<file path="src/rtl/wrr_lock_arbiter.sv">
// Weighted round-robin arbiter with grant locking: a grantee keeps the port for
// whole transactions and may take up to WEIGHT consecutive tenures before rotation.
module wrr_lock_arbiter #(
  parameter int N = 4,
  parameter int WGT_W = 3,
  localparam int IDX_W = $clog2(N)
) (
  input  logic                 clk,
  input  logic                 rst,
  input  logic [N-1:0]         req,
  input  logic [N*WGT_W-1:0]   weight,
  input  logic                 done,
  output logic [N-1:0]         grant,
  output logic                 grant_valid,
  output logic [IDX_W-1:0]     grant_idx
);

  typedef enum logic {IDLE, BUSY} state_t;

  state_t             state_q, state_d;
  logic [IDX_W-1:0]   ptr_q, ptr_d;
  logic [WGT_W-1:0]   credit_q, credit_d;
  logic [N-1:0]       grant_q, grant_d;
  logic               grant_valid_q, grant_valid_d;
  logic [IDX_W-1:0]   grant_idx_q, grant_idx_d;

  logic [WGT_W-1:0]   w_arr [N];

  for (genvar gi = 0; gi < N; gi++) begin : g_wsplit
    assign w_arr[gi] = weight[gi*WGT_W +: WGT_W];
  end

  // A zero weight still buys one tenure.
  function automatic logic [WGT_W-1:0] load_val(input logic [WGT_W-1:0] w);
    return (w == '0) ? WGT_W'(1) : w;
  endfunction

  // Returns {found, index} of the first set bit of r searching base, base+1, .. with wrap.
  function automatic logic [IDX_W:0] pick_first(input logic [N-1:0] r,
                                                input logic [IDX_W-1:0] base);
    logic [IDX_W:0]   res;
    logic [IDX_W:0]   sum;
    logic [IDX_W-1:0] j;
    res = '0;
    for (int k = N-1; k >= 0; k--) begin
      sum = {1'b0, base} + (IDX_W+1)'(k);
      if (sum >= (IDX_W+1)'(N)) sum = sum - (IDX_W+1)'(N);
      j = sum[IDX_W-1:0];
      if (r[j]) res = {1'b1, j};
    end
    return res;
  endfunction

  logic [IDX_W:0]   idle_pick;
  logic [IDX_W:0]   busy_pick;
  logic [IDX_W-1:0] ptr_wrap;
  logic [WGT_W-1:0] credit_dec;
  logic             g_req;

  always_comb begin
    state_d       = state_q;
    ptr_d         = ptr_q;
    credit_d      = credit_q;
    grant_d       = grant_q;
    grant_valid_d = grant_valid_q;
    grant_idx_d   = grant_idx_q;

    g_req      = req[grant_idx_q];
    ptr_wrap   = (grant_idx_q == IDX_W'(N-1)) ? '0 : grant_idx_q + 1'b1;
    idle_pick  = pick_first(req, ptr_q);
    // The current grantee is excluded so that rotation is real, not a self re-win.
    busy_pick  = pick_first(req & ~grant_q, ptr_wrap);
    credit_dec = credit_q - 1'b1;

    case (state_q)
      IDLE: begin
        if (idle_pick[IDX_W]) begin
          grant_d                       = '0;
          grant_d[idle_pick[IDX_W-1:0]] = 1'b1;
          grant_idx_d                   = idle_pick[IDX_W-1:0];
          grant_valid_d                 = 1'b1;
          credit_d                      = load_val(w_arr[idle_pick[IDX_W-1:0]]);
          state_d                       = BUSY;
        end
      end
      BUSY: begin
        if (done || !g_req) begin
          if (done && g_req && credit_dec != '0) begin
            credit_d = credit_dec;
          end else begin
            ptr_d = ptr_wrap;
            if (busy_pick[IDX_W]) begin
              grant_d                       = '0;
              grant_d[busy_pick[IDX_W-1:0]] = 1'b1;
              grant_idx_d                   = busy_pick[IDX_W-1:0];
              credit_d                      = load_val(w_arr[busy_pick[IDX_W-1:0]]);
            end else if (done && g_req) begin
              credit_d = load_val(w_arr[grant_idx_q]);
            end else begin
              grant_d       = '0;
              grant_valid_d = 1'b0;
              grant_idx_d   = '0;
              credit_d      = '0;
              state_d       = IDLE;
            end
          end
        end
      end
      default: state_d = IDLE;
    endcase
  end

  always_ff @(posedge clk or posedge rst) begin
    if (rst) begin
      state_q       <= IDLE;
      ptr_q         <= '0;
      credit_q      <= '0;
      grant_q       <= '0;
      grant_valid_q <= 1'b0;
      grant_idx_q   <= '0;
    end else begin
      state_q       <= state_d;
      ptr_q         <= ptr_d;
      credit_q      <= credit_d;
      grant_q       <= grant_d;
      grant_valid_q <= grant_valid_d;
      grant_idx_q   <= grant_idx_d;
    end
  end

  assign grant       = grant_q;
  assign grant_valid = grant_valid_q;
  assign grant_idx   = grant_idx_q;

endmodule

</file>
<file path="config.mk">
export PLATFORM = sky130hd
export DESIGN_NAME = wrr_lock_arbiter
export DESIGN_NICKNAME = d
export VERILOG_FILES = /design/src/rtl/wrr_lock_arbiter.sv
export SDC_FILE = /design/constraint.sdc
export NUM_CORES = 1
export LEC_CHECK = 0
export ABC_AREA = 0
export CELL_PAD_IN_SITES_DETAIL_PLACEMENT = 1
export CELL_PAD_IN_SITES_GLOBAL_PLACEMENT = 1
export CORE_ASPECT_RATIO = 0.6
export CORE_MARGIN = 2
export CORE_UTILIZATION = 39
export DETAILED_ROUTE_END_ITERATION = 8
export HOLD_SLACK_MARGIN = 0.15
export PLACE_DENSITY = 0.88
export SYNTH_ARGS = -nofsm -noshare
export SYNTH_HDL_FRONTEND = slang
export SYNTH_SLANG_ARGS = --single-unit
</file>
<file path="constraint.sdc">
create_clock -name clk -period 2.6 [get_ports clk]
set_input_delay 0.78 -clock clk [delete_from_list [all_inputs] [get_ports clk]]
set_output_delay 0.78 -clock clk [all_outputs]
set_load 0.005 [all_outputs]
</file>
-- After elaboration in Yosys (flattened, before gate mapping)
Index checks and enable logic that the tools add are counted.
- flip-flop bits (word level): 13
- input bits: 19
- output and inout bits: 7
- logic and storage cells: 155
- add/subtract/negate cells: 16
- order comparisons: 24
- equality and inequality tests: 7
- multiplexer cells: 81
- bitwise gates (word level): 7
- reductions and logical operators: 14
- operators with widths (kind ; count):
    3-bit two-way mux ; 22
    2-bit by 3-bit less-than comparator with 1-bit output, second input constant ; 11
    2-bit two-way mux ; 14
    3-bit greater-or-equal comparator, second input constant ; 9
    1-bit two-way mux ; 21
    4-bit two-way mux ; 5
    1-bit binary-select mux with 2-bit select ; 9
    3-bit binary-select mux with 2-bit select ; 3
    2-bit by 1-bit subtractor with 2-bit output, second input constant ; 8
    2-bit by 2-bit adder with 3-bit output, second input constant ; 4
    3-bit zero test ; 3
    2-bit NOT with 3-bit output ; 3
    2-bit inequality test, second input constant ; 4
    4-bit one-hot mux with 2 select lines ; 1
    2-bit by 1-bit adder with 3-bit output, second input constant ; 2
    2-bit by 3-bit greater-or-equal comparator with 1-bit output, second input constant ; 2
    3-bit one-hot mux with 2 select lines ; 1
    5-bit AND reduction ; 1
    4-bit bitwise AND ; 1
    1-bit demux with 2-bit select ; 2
    2-bit by 1-bit greater-or-equal comparator with 1-bit output, second input constant ; 2
    1-bit logical AND ; 4
    4-bit NOT ; 1
    1-bit one-hot mux with 2 select lines ; 2
    13 further kinds ; 14

-- Longest topological paths before layout
Gate-level depths: netlist (run 1).
- depth in word-level cells: 21
- gate-level depth with buffers: 9
- mapped depth without buffers: 9

-- Worst setup path after synthesis (run 1)
OpenSTA, ideal clock, no wires.
- path kind: input to register
- start point: input req[3]
- end point: register credit_q[1]
- library setup time: 0.126 ns
- arrival: 2.229 ns
- data required time: 2.474 ns
- slack: 0.245 ns
- cell stages on the path: 7
- buffers on the path: 0
- path through: and2b_2 a21oi_2 o32ai_4 mux2i_1 mux2i_1 nor3b_2 o32a_1
- cells in the longest elaborated chain, start to end: 17
- elaborated cells on any way between the ends: 52
- classes of those cells: 2 x eq/ne; 40 x mux; 3 x bitwise; 7 x reduce/logical
- RTL lines (item ; line ; text):
    start, declared ; 10 ; input logic [N-1:0] req,
    4-bit bitwise AND ; 72 ; busy_pick = pick_first(req & ~grant_q, ptr_wrap);
    1-bit binary-select mux with 2-bit select ; 49 ; if (r[j]) res = {1'b1, j};
    1-bit two-way mux (not written as such) ; 49 ;
    3-bit two-way mux (4 in series) ; 49 ;
    2-bit NOT with 3-bit output (not written as such) ; 96 ; credit_d = load_val(w_arr[busy_pick[IDX_W-1:0]]);
    3-bit binary-select mux with 2-bit select ; 96 ;
    3-bit two-way mux (not written as such) (2 in series) ; 96 ;
    3-bit zero test ; 35 ; return (w == '0) ? WGT_W'(1) : w;
    3-bit two-way mux ; 35 ;
    3-bit two-way mux ; 92 ; if (busy_pick[IDX_W]) begin
    3-bit two-way mux ; 88 ; if (done && g_req && credit_dec != '0) begin
    3-bit two-way mux ; 87 ; if (done || !g_req) begin
    3-bit one-hot mux with 2 select lines ; 75 ; case (state_q)
    end signal, assigned ; 124 ; credit_q <= credit_d;
    end, declared ; 22 ; logic [WGT_W-1:0] credit_q, credit_d;
Parallel ways exist; a longest one is shown, timed or not. The select of a mux whose other input is x is not followed.
A chain may end at the register's enable or synchronous reset.

-- Final worst setup path (run 1)
- start point: input req[0]
- end point: register credit_q[2]
The elaborated chain is that of the path after synthesis.

==> key figures, run 1 <==
Drt
  – Routed via count: 1410
  – Remaining DRCs: 0
  – Routed WL: 5000 µm
  – Post-DRT Antenna Nets: 0
  – DR WL/cell: 20.6 µm
  – Vias per cell: 5.83
  – Drt pass-1 iters: 4
  – DR iter-0 viols: 86

CTS
  – Clock sink total: 13
  – Cts hold-fix bufs: 0
  – Root Driver: clkbuf_8
  – Clock transition at the registers of the reported paths: 0.07 ns
  – Clk Latency, worst-skew pair: 0.26 ns
  – TritonCTS Buffers: 3
  – Max Root-Sink Buffers: 2
  – CTS H-Tree Depth: 1
  – CTS tree: yes

Finish
  – Reg area: 325 µm²
  – Final-layout fill cell count: 391
  – Area Overhead vs Synth: 41.2%
  – Non-Filler Instances: 242
  – ANT cells: 0
  – Multi-input gate area: 1020 µm²
  – Fin area: 1920 µm²
  – Most common cell after layout, fill and taps aside: buf_4
  – Final nets: 220
  – Most frequent cells in the layout: buf_4 (26), clkdlybuf4s50_1 (21), nor2_1 (13), dfrtp_1 (13)
  – Final Util: 0.584
  – Share of cells above drive strength 1: 0.320

GRT
  – M2 GR Usage: 0.451
  – Largest net degree at the start of global routing: 17
  – First-pass GRT wire length: 8080 µm
  – Met1 usage: 0.356
  – Total GRT Usage: 0.273
  – Vias in the first global route: 1523
  – GRT Max-Usage Layer: met2
  – Total grt overflow: 0
  – Initial antenna violation count: 0
  – Met3 Use GR: 0.0604

Floorplanning
  – I/O pin cnt: 26
  – Std-Cell Rows: 16
  – Starting Density: 0.413
  – Die X: 80.2 µm
  – Die Span Y: 49.7 µm
  – CORE AREA: 3280 µm²
  – Die ar.: 3980 µm²

Timing
  – Rel. slew slack: 0.589
  – Final Hold Vio Count: 0
  – Unrepaired setup endpoints after global routing: false
  – Worst Skew: 0.00775 ns
  – Final period util: 0.969
  – Max frequency: 397 MHz
  – Tmin final: 2.52 ns
  – WHS: 0.521 ns
  – Final setup violation count: 0
  – Setup total negative slack: 0 ns
  – Final Max Slew Viols: 0
  – Slew of the pin with the lowest slew margin: 0.617 ns

Power
  – Worst VDD drop: 585 µV
  – Int Power: 1.33 mW
  – Logic pwr share: 0.752
  – Net Sw Power: 1.07 mW
  – PD cells: 1260 nW/µm²
  – Sw Share: 0.446
  – Sequential Power Share: 0.163
  – P_leak: 0.839 nW
  – Clk pwr share: 0.085

Worst setup path
  – WS Path Type: primary input to flop
  – CP endpoint kind: flop
  – Crit path max fanout: 8
  – Crit start category: primary input
  – Flop2flop setup slack: 0.30 ns
  – Crit path required time: 2.78 ns
  – CP arrival: 2.70 ns
  – Path depth of the worst reg2reg path: 7

Min path
  – Hold WC Path Type: flop to flop
  – Hold path cells: 2

Synth
  – Synth top area cells: dfrtp_1 (24%), mux2i_1 (7.4%), mux2_4 (6.6%)
  – Post-synthesis sequential area ratio: 0.240
  – Synth warnings: 0
  – Synthesized area per cell: 9.43 µm²
  – FF+latch count, synth: 13
  – Syn Nets: 166
  – Mapped Cells: 144
  – Synth unique cells: 53
  – Synthesized area: 1360 µm²
  – Synth area leader: dfrtp_1
  – Share of the synthesized area in the top cell type: 0.240

Place
  – Placed Instances: 237
  – Dpl hpwl: 3890 µm
  – IO buf count: 25
  – Dpl cell area: 1840 µm²
  – GPL Wtd Cong: 0.946

Flow run
  – Max_cap viols: 0

Outcome
  – Status: complete, no violations
[registers in the layout, summed over array words and instances (netlist names)]
| name | flops |
|---|---|
| grant | 4 |
| credit_q | 3 |
| grant_idx | 2 |
| ptr_q | 2 |
| grant_valid | 1 |
| state_q | 1 |
[synth_stat cells, drive strengths merged]
cell type / instances
or4: 1
dfrtp: 13
buf: 1
xnor2: 1
or3: 1
a211o: 1
and2b: 2
mux4: 4
nand3: 2
o21bai: 1
nor4b: 1
o31ai: 1
ha: 3
mux2: 7
nand2: 11
o211ai: 1
o2bb2a: 1
and2: 1
inv: 8
a21oi: 11
nor2: 15
a31oi: 3
nor3: 5
and3: 3
a311oi: 1
o2bb2ai: 1
a22oi: 1
clkbuf: 1
o21ai: 15
nor2b: 2
o22ai: 2
nand2b: 4
o22a: 1
a211oi: 1
nor3b: 1
or2: 2
o32ai: 2
o32a: 2
mux2i: 10
[power by group through the flow]
stage	Combinational, mW	Clock (mW)	Sequential [mW]
after floorplan	1.10	0	0.390
after global placement	1.63	0	0.384
after detailed placement	1.73	0	0.393
after CTS	1.78	0.207	0.390
after global routing	1.93	0.215	0.406
final	1.81	0.204	0.393
[final timing paths]
path / start / endpoint
worst max-delay path: req[0] / credit_q[2]
worst min-delay path: credit_q[2] / credit_q[2]
worst max register to register: grant_idx[0] / credit_q[2]
worst min register to register: credit_q[2] / credit_q[2]
max in group asynchronous: rst / credit_q[1]
min in group asynchronous: rst / credit_q[0]
[critical path, cell delays in order]
cell	delay, ns
dlygate4sd2_1	0.37
nand2b_1	0.19
nor2_2	0.25
nor2_1	0.14
o32ai_4	0.17
buf_4	0.22
mux2i_1	0.28
a21oi_1	0.12
o31ai_2	0.18
[final cells by class]
type | count | share of cell area
Multi-Input combinational cell | 121 | 0.531
Timing Repair Buffer | 51 | 0.230
Sequential cell | 13 | 0.170
Tap cell | 45 | 0.0294
Clock buffer | 3 | 0.0215
Inverter | 8 | 0.0157
Clock inverter | 1 | 0.00261
[layer usage]
layer,vias to the layer above,routed length (µm)
li1,645,-
met3,10,198
met2,34,2340
met4,0,110
met5,-,0
met1,721,2340
[logic make-up after synthesis]
| kind of cell | after synthesis | share of synthesized area |
|---|---|---|
| AO/OA/AOI/OAI | 45 | 0.265 |
| XOR/XNOR | 1 | 0.00645 |
| adder cells (fa/ha/maj) | 3 | 0.0277 |
| buffers and inverters | 10 | 0.0332 |
| flip-flops | 13 | 0.240 |
| multiplexers | 21 | 0.218 |
| AND/OR/NAND/NOR | 51 | 0.210 |
[per-stage QoR]
stage          worst slack, ns  power (mW)
3_3_place_gp            -0.303        2.01
2_1_floorplan            0.245        1.49
5_1_grt                 0.0199        2.55
3_5_place_dp            -0.432        2.12
6_report                0.0815        2.41
4_1_cts                  0.141        2.38
[what timing repair did]
action,in CTS,in global routing
endpoints found under the setup margin,7,0
buffers inserted,1,0
endpoints found under the hold margin,0,0
resized for setup,10,0
Power figures use the tool's default switching activity.
==> inputs of run 2 (changes only) <==
Settings changed: CORE_MARGIN 2 to unset.
==> run 2 against run 1 <==
  * First-iteration DRC count grew 34%
  * Register-to-register slack lost 0.10 ns
  * Global-route usage grew 0.32 points
  * Clock-buffer cell count is the same
  * Critical path depth is the same
  * Non-clock buffer count grew 3
  * Sequential share of layout area is essentially flat
  * Wire length grew 4.7%
  * Via count grew 2.5%
  * Critical endpoint is now credit_q[1]
==> key figures, run 2 (same netlist as run 1, synthesis figures left out) <==
Finish
  – Max FFs per register: 4
  – Area Overhead vs Synth: 41.1%
  – Non-Filler Instances: 245
  – Final nets: 223
  – Final Util: 0.583
  – Fin area: 1920 µm²
  – Most common cell after layout, fill and taps aside: buf_4
  – Most frequent cells in the layout: buf_4 (29), clkdlybuf4s50_1 (21), nor2_1 (13), dfrtp_1 (13)
  – Share of cells above drive strength 1: 0.320
  – Final-layout fill cell count: 394
  – ANT cells: 0

CTS
  – Cts hold-fix bufs: 0
  – Max Root-Sink Buffers: 2
  – CTS H-Tree Depth: 1
  – TritonCTS Buffers: 3
  – Clk Latency, worst-skew pair: 0.26 ns
  – Clock sink total: 13
  – Clock transition at the registers of the reported paths: 0.07 ns
  – Root Driver: clkbuf_8
  – CTS tree: yes

Floorplanning
  – CORE AREA: 3280 µm²
  – Die Span Y: 47.7 µm
  – Die ar.: 3730 µm²
  – Die X: 78.2 µm
  – Starting Density: 0.413
  – Std-Cell Rows: 16
  – I/O pin cnt: 26

GRT
  – Largest net degree at the start of global routing: 17
  – Initial antenna violation count: 0
  – Total GRT Usage: 0.276
  – Total grt overflow: 0
  – First-pass GRT wire length: 7440 µm
  – Vias in the first global route: 1463

Worst setup path
  – Crit path required time: 2.73 ns
  – Crit start category: primary input
  – Crit path max-delay cell type: o32a_1
  – WS Path Type: primary input to flop
  – CP endpoint kind: flop
  – Cell repeated most along the worst path: mux2i_1
  – Crit path max-delay family: compound AO/OA/AOI/OAI gates
  – Worst path bufs/invs: 2
  – Crit path max fanout: 6
  – Cells along the critical path: dlygate4sd2_1 -> and2b_2 -> a21oi_2 -> o32ai_4 -> buf_4 -> mux2i_1 -> mux2i_1 -> nor3b_2 -> o32a_1
  – Flop2flop setup slack: 0.20 ns
  – Max incr delay on CP: 0.33 ns
  – CP arrival: 2.71 ns

Power
  – Int Power: 1.36 mW
  – Sw Share: 0.445
  – Sequential Power Share: 0.162
  – Logic pwr share: 0.758
  – Pwr Total: 2.44 mW
  – Clk pwr share: 0.080
  – PD cells: 1280 nW/µm²
  – Worst VDD drop: 513 µV
  – P_leak: 0.847 nW
  – Net Sw Power: 1.09 mW

Place
  – GPL Wtd Cong: 0.977
  – Dpl cell area: 1830 µm²
  – Dpl hpwl: 3810 µm
  – IO buf count: 25
  – Placed Instances: 236

Drt
  – Remaining DRCs: 0
  – Post-DRT Antenna Nets: 0
  – Routed via count: 1445
  – Vias per cell: 5.90
  – Drt pass-1 iters: 4
  – DR WL/cell: 21.3 µm
  – Routed WL: 5230 µm
  – DR iter-0 viols: 115

Timing
  – Final period util: 0.990
  – Final Max Slew Viols: 0
  – Max frequency: 389 MHz
  – Rel. slew slack: 0.590
  – Worst Skew: 0.00627 ns
  – Tmin final: 2.57 ns
  – Final Hold Vio Count: 0
  – Final setup violation count: 0
  – WHS: 0.520 ns
  – Slew of the pin with the lowest slew margin: 0.615 ns

Min path
  – Hold WC Path Type: flop to flop

Flow run
  – Max_cap viols: 0

Outcome
  – Status: complete, no violations
run 2: cell count changes in the layout (fill, tap and decap cells not counted), sizes merged:
cell and delta:
buf +3, clkbuf +2, dlygate4sd2 -2
run 2: worst reg2reg max path: cells and delay by family, from the launching register on:
kind            cells  cell delay (ns)
mux                 2             0.32
flops               1             0.40
simple gates        1             0.18
buf+inv             1             0.18
compound gates      3             0.72
fa+ha+maj           1             0.47
run 2: final timing paths:
check,start,end,cells after the start
setup / recovery,req[1],credit_q[1],9
hold / removal,credit_q[2],credit_q[2],2
setup reg to reg,grant_idx[1],credit_q[1],8
hold reg to reg,credit_q[2],credit_q[2],2
max in group asynchronous,rst,credit_q[1],2
min in group asynchronous,rst,credit_q[0],2
run 2: power by group through the flow:
stage	registers (mW)	clock network [mW]	logic, mW
after detailed placement	0.391	0	1.71
after global routing	0.407	0.211	1.97
after floorplan	0.390	0	1.10
final	0.395	0.197	1.85
after CTS	0.389	0.195	1.76
after global placement	0.384	0	1.63
run 2: final cells by class:
class / count / area (µm²) / area share
clock buffer: 3 / 41.3 / 0.0216
inverter: 8 / 30.0 / 0.0157
clock inverter: 1 / 5.00 / 0.00261
sequential: 13 / 325 / 0.170
tap: 45 / 56.3 / 0.0294
timing repair buffer: 54 / 455 / 0.238
multi-input combinational: 121 / 1000 / 0.523
run 2: timing repair:
item,in CTS,in global routing
buffers inserted,1,4
pin swaps,1,3
gates resized for setup,6,5
setup endpoints to repair,9,4
run 2: through the flow:
| stage | worst slack (ns) | TNS [ns] |
|---|---|---|
| 2_1_floorplan | 0.245 | 0 |
| 3_3_place_gp | -0.319 | -2.49 |
| 3_5_place_dp | -0.478 | -3.74 |
| 4_1_cts | 0.0279 | 0 |
| 5_1_grt | -0.0253 | -0.0405 |
| 6_report | 0.0269 | 0 |
run 2: metal layers:
metal,share of wire,up-vias,GRT usage
li1,-,653,-
met3,0.047,20,0.0533
met1,0.45,720,0.348
met4,0.033,0,0.0889
met2,0.47,52,0.500
met5,0,-,0
==> inputs of run 3 (changes only) <==
Settings changed: CELL_PAD_IN_SITES_DETAIL_PLACEMENT 1 to 0, CELL_PAD_IN_SITES_GLOBAL_PLACEMENT 1 to 2, CORE_UTILIZATION 39 to 29, PLACE_DENSITY 0.88 to 0.85.
Clock period 2.6 ns to 2.1 ns, I/O delays scaled along.
==> run 3 against run 2 <==
  * The flow now finishes with violations (negative setup slack)
  * Final area rose by 14%
  * Sequential power up 22%
  * Highest routed layer unchanged
  * First-iteration DRC count stayed put
  * Critical endpoint unchanged
  * Flip-flop and latch count stayed put
  * Wire length down 15%
==> key figures, run 3 (same netlist as run 1, synthesis figures left out) <==
Timing
  – Slew of the pin with the lowest slew margin: 0.588 ns
  – Final Hold Vio Count: 0
  – Final Max Slew Viols: 0
  – Final period util: 1.01
  – Worst Skew: 0.00319 ns
  – Final setup violation count: 1
  – Rel. slew slack: 0.607
  – Final worst setup slack: -0.0200 ns
  – Max frequency: 472 MHz
  – Tmin final: 2.12 ns
  – WHS: 0.517 ns
  – Unrepaired setup endpoints after global routing: true

Place
  – Pre-CTS WS: -0.768 ns
  – IO buf count: 25
  – Placed Instances: 276
  – Dpl cell area: 2040 µm²
  – GPL Wtd Cong: 0.886
  – Dpl hpwl: 3490 µm

Min path
  – Hold endpoint: credit_q[2]
  – Hold WC Path Type: flop to flop
  – Hold path cells: 2
  – Worst Hold Launch: credit_q[2]

Worst setup path
  – CP arrival: 2.27 ns
  – CP endpoint kind: flop
  – Reg-to-Reg Start: grant_idx[0]
  – Crit path max fanout: 5
  – Flop2flop setup slack: -0.02 ns
  – Crit path required time: 2.25 ns
  – Crit start category: flop
  – Reg-to-Reg End: credit_q[1]
  – WS Path Type: flop to flop
  – Path depth of the worst reg2reg path: 6

Outcome
  – Failing checks: negative setup slack
  – Status: finished with violations

Finish
  – Area Overhead vs Synth: 61.2%
  – Most common cell after layout, fill and taps aside: buf_4
  – Share of cells above drive strength 1: 0.451
  – ANT cells: 0
  – Most frequent cells in the layout: buf_4 (51), clkdlybuf4s50_1 (21), nor2_1 (13), dfrtp_1 (11), nand2_1 (10)
  – Max FFs per register: 4
  – Final nets: 249
  – Fin area: 2190 µm²
  – Non-Filler Instances: 286

CTS
  – Root Driver: clkbuf_8
  – Clock transition at the registers of the reported paths: 0.07 ns
  – CTS H-Tree Depth: 1
  – Max Root-Sink Buffers: 2
  – Clock sink total: 13
  – CTS tree: yes
  – Clk Latency, worst-skew pair: 0.27 ns
  – TritonCTS Buffers: 3

GRT
  – Initial antenna violation count: 0
  – First-pass GRT wire length: 7200 µm
  – Total grt overflow: 0
  – Largest net degree at the start of global routing: 16
  – Vias in the first global route: 1351
  – Total GRT Usage: 0.198

Power
  – PD cells: 1520 nW/µm²
  – Pwr Total: 3.32 mW
  – P_leak: 0.970 nW
  – Worst VDD drop: 672 µV

Drt
  – Remaining DRCs: 0
  – DR WL/cell: 15.6 µm
  – Routed via count: 1455
  – Routed WL: 4470 µm
  – DR iter-0 viols: 115
  – Vias per cell: 5.09
  – Post-DRT Antenna Nets: 0
  – Drt pass-1 iters: 5

Flow run
  – Max_cap viols: 0

Floorplanning
  – Starting Density: 0.316
  – Die X: 90.3 µm
  – Die ar.: 4970 µm²
  – Std-Cell Rows: 18
  – Die Span Y: 55.0 µm
  – CORE AREA: 4300 µm²
  – I/O pin cnt: 26
run 3: how the worst max path moves through the flow:
stage / from / to / cells after the start
floorplan: req[3] / credit_q[1] / 7
global route: grant_idx[0] / credit_q[0] / 9
global placement: req[0] / credit_q[0] / 11
detailed placement: req[0] / credit_q[1] / 8
CTS: grant_idx[0] / credit_q[1] / 8
finish: grant_idx[0] / credit_q[1] / 6
run 3: area by class of cell:
type / count / area (µm²)
Inverter: 8 / 30.0
Multi-Input combinational cell: 121 / 1050
Clock buffer: 3 / 41.3
Sequential cell: 13 / 328
Fill cell: 411 / 2110
Clock inverter: 1 / 5.00
Timing Repair Buffer: 80 / 658
Tap cell: 60 / 75.1
run 3: critical path, stage by stage (launching register included):
cell	delay (ns)
dfrtp_2	0.43
buf_6	0.12
mux4_2	0.55
nor2b_4	0.17
a21oi_4	0.26
o211ai_1	0.13
o32a_1	0.34
run 3: timing repair:
item / 4_1_cts / 5_1_grt
endpoints found under the hold margin: 0 / 0
buffers inserted: 4 / 2
pin swaps: 7 / 6
hold buffers: 0 / 0
setup endpoints to repair: 13 / 9
resized for setup: 28 / 8
run 3: metrics by stage:
| stage | utilization | setup TNS (ns) |
|---|---|---|
| after global placement | 0.474 | -7.09 |
| after global routing | 0.509 | -0.171 |
| after CTS | 0.499 | -0.0250 |
| after floorplan | - | -0.191 |
| after detailed placement | 0.474 | -7.71 |
| final | 0.509 | -0.0200 |
run 3: report_power, final:
| group | internal, mW | switching [mW] | total, mW |
|---|---|---|---|
| Clock | 0.133 | 0.128 | 0.261 |
| Sequential | 0.372 | 0.111 | 0.483 |
| Combinational | 1.49 | 1.09 | 2.58 |
| Total | 1.99 | 1.33 | 3.32 |
run 3: layer usage:
layer	global-route usage	share of wire	vias to the layer above
li1	-	-	705
met1	0.285	0.51	687
met2	0.304	0.41	58
met3	0.0451	0.067	5
met4	0.0403	0.0076	0
met5	0	0	-
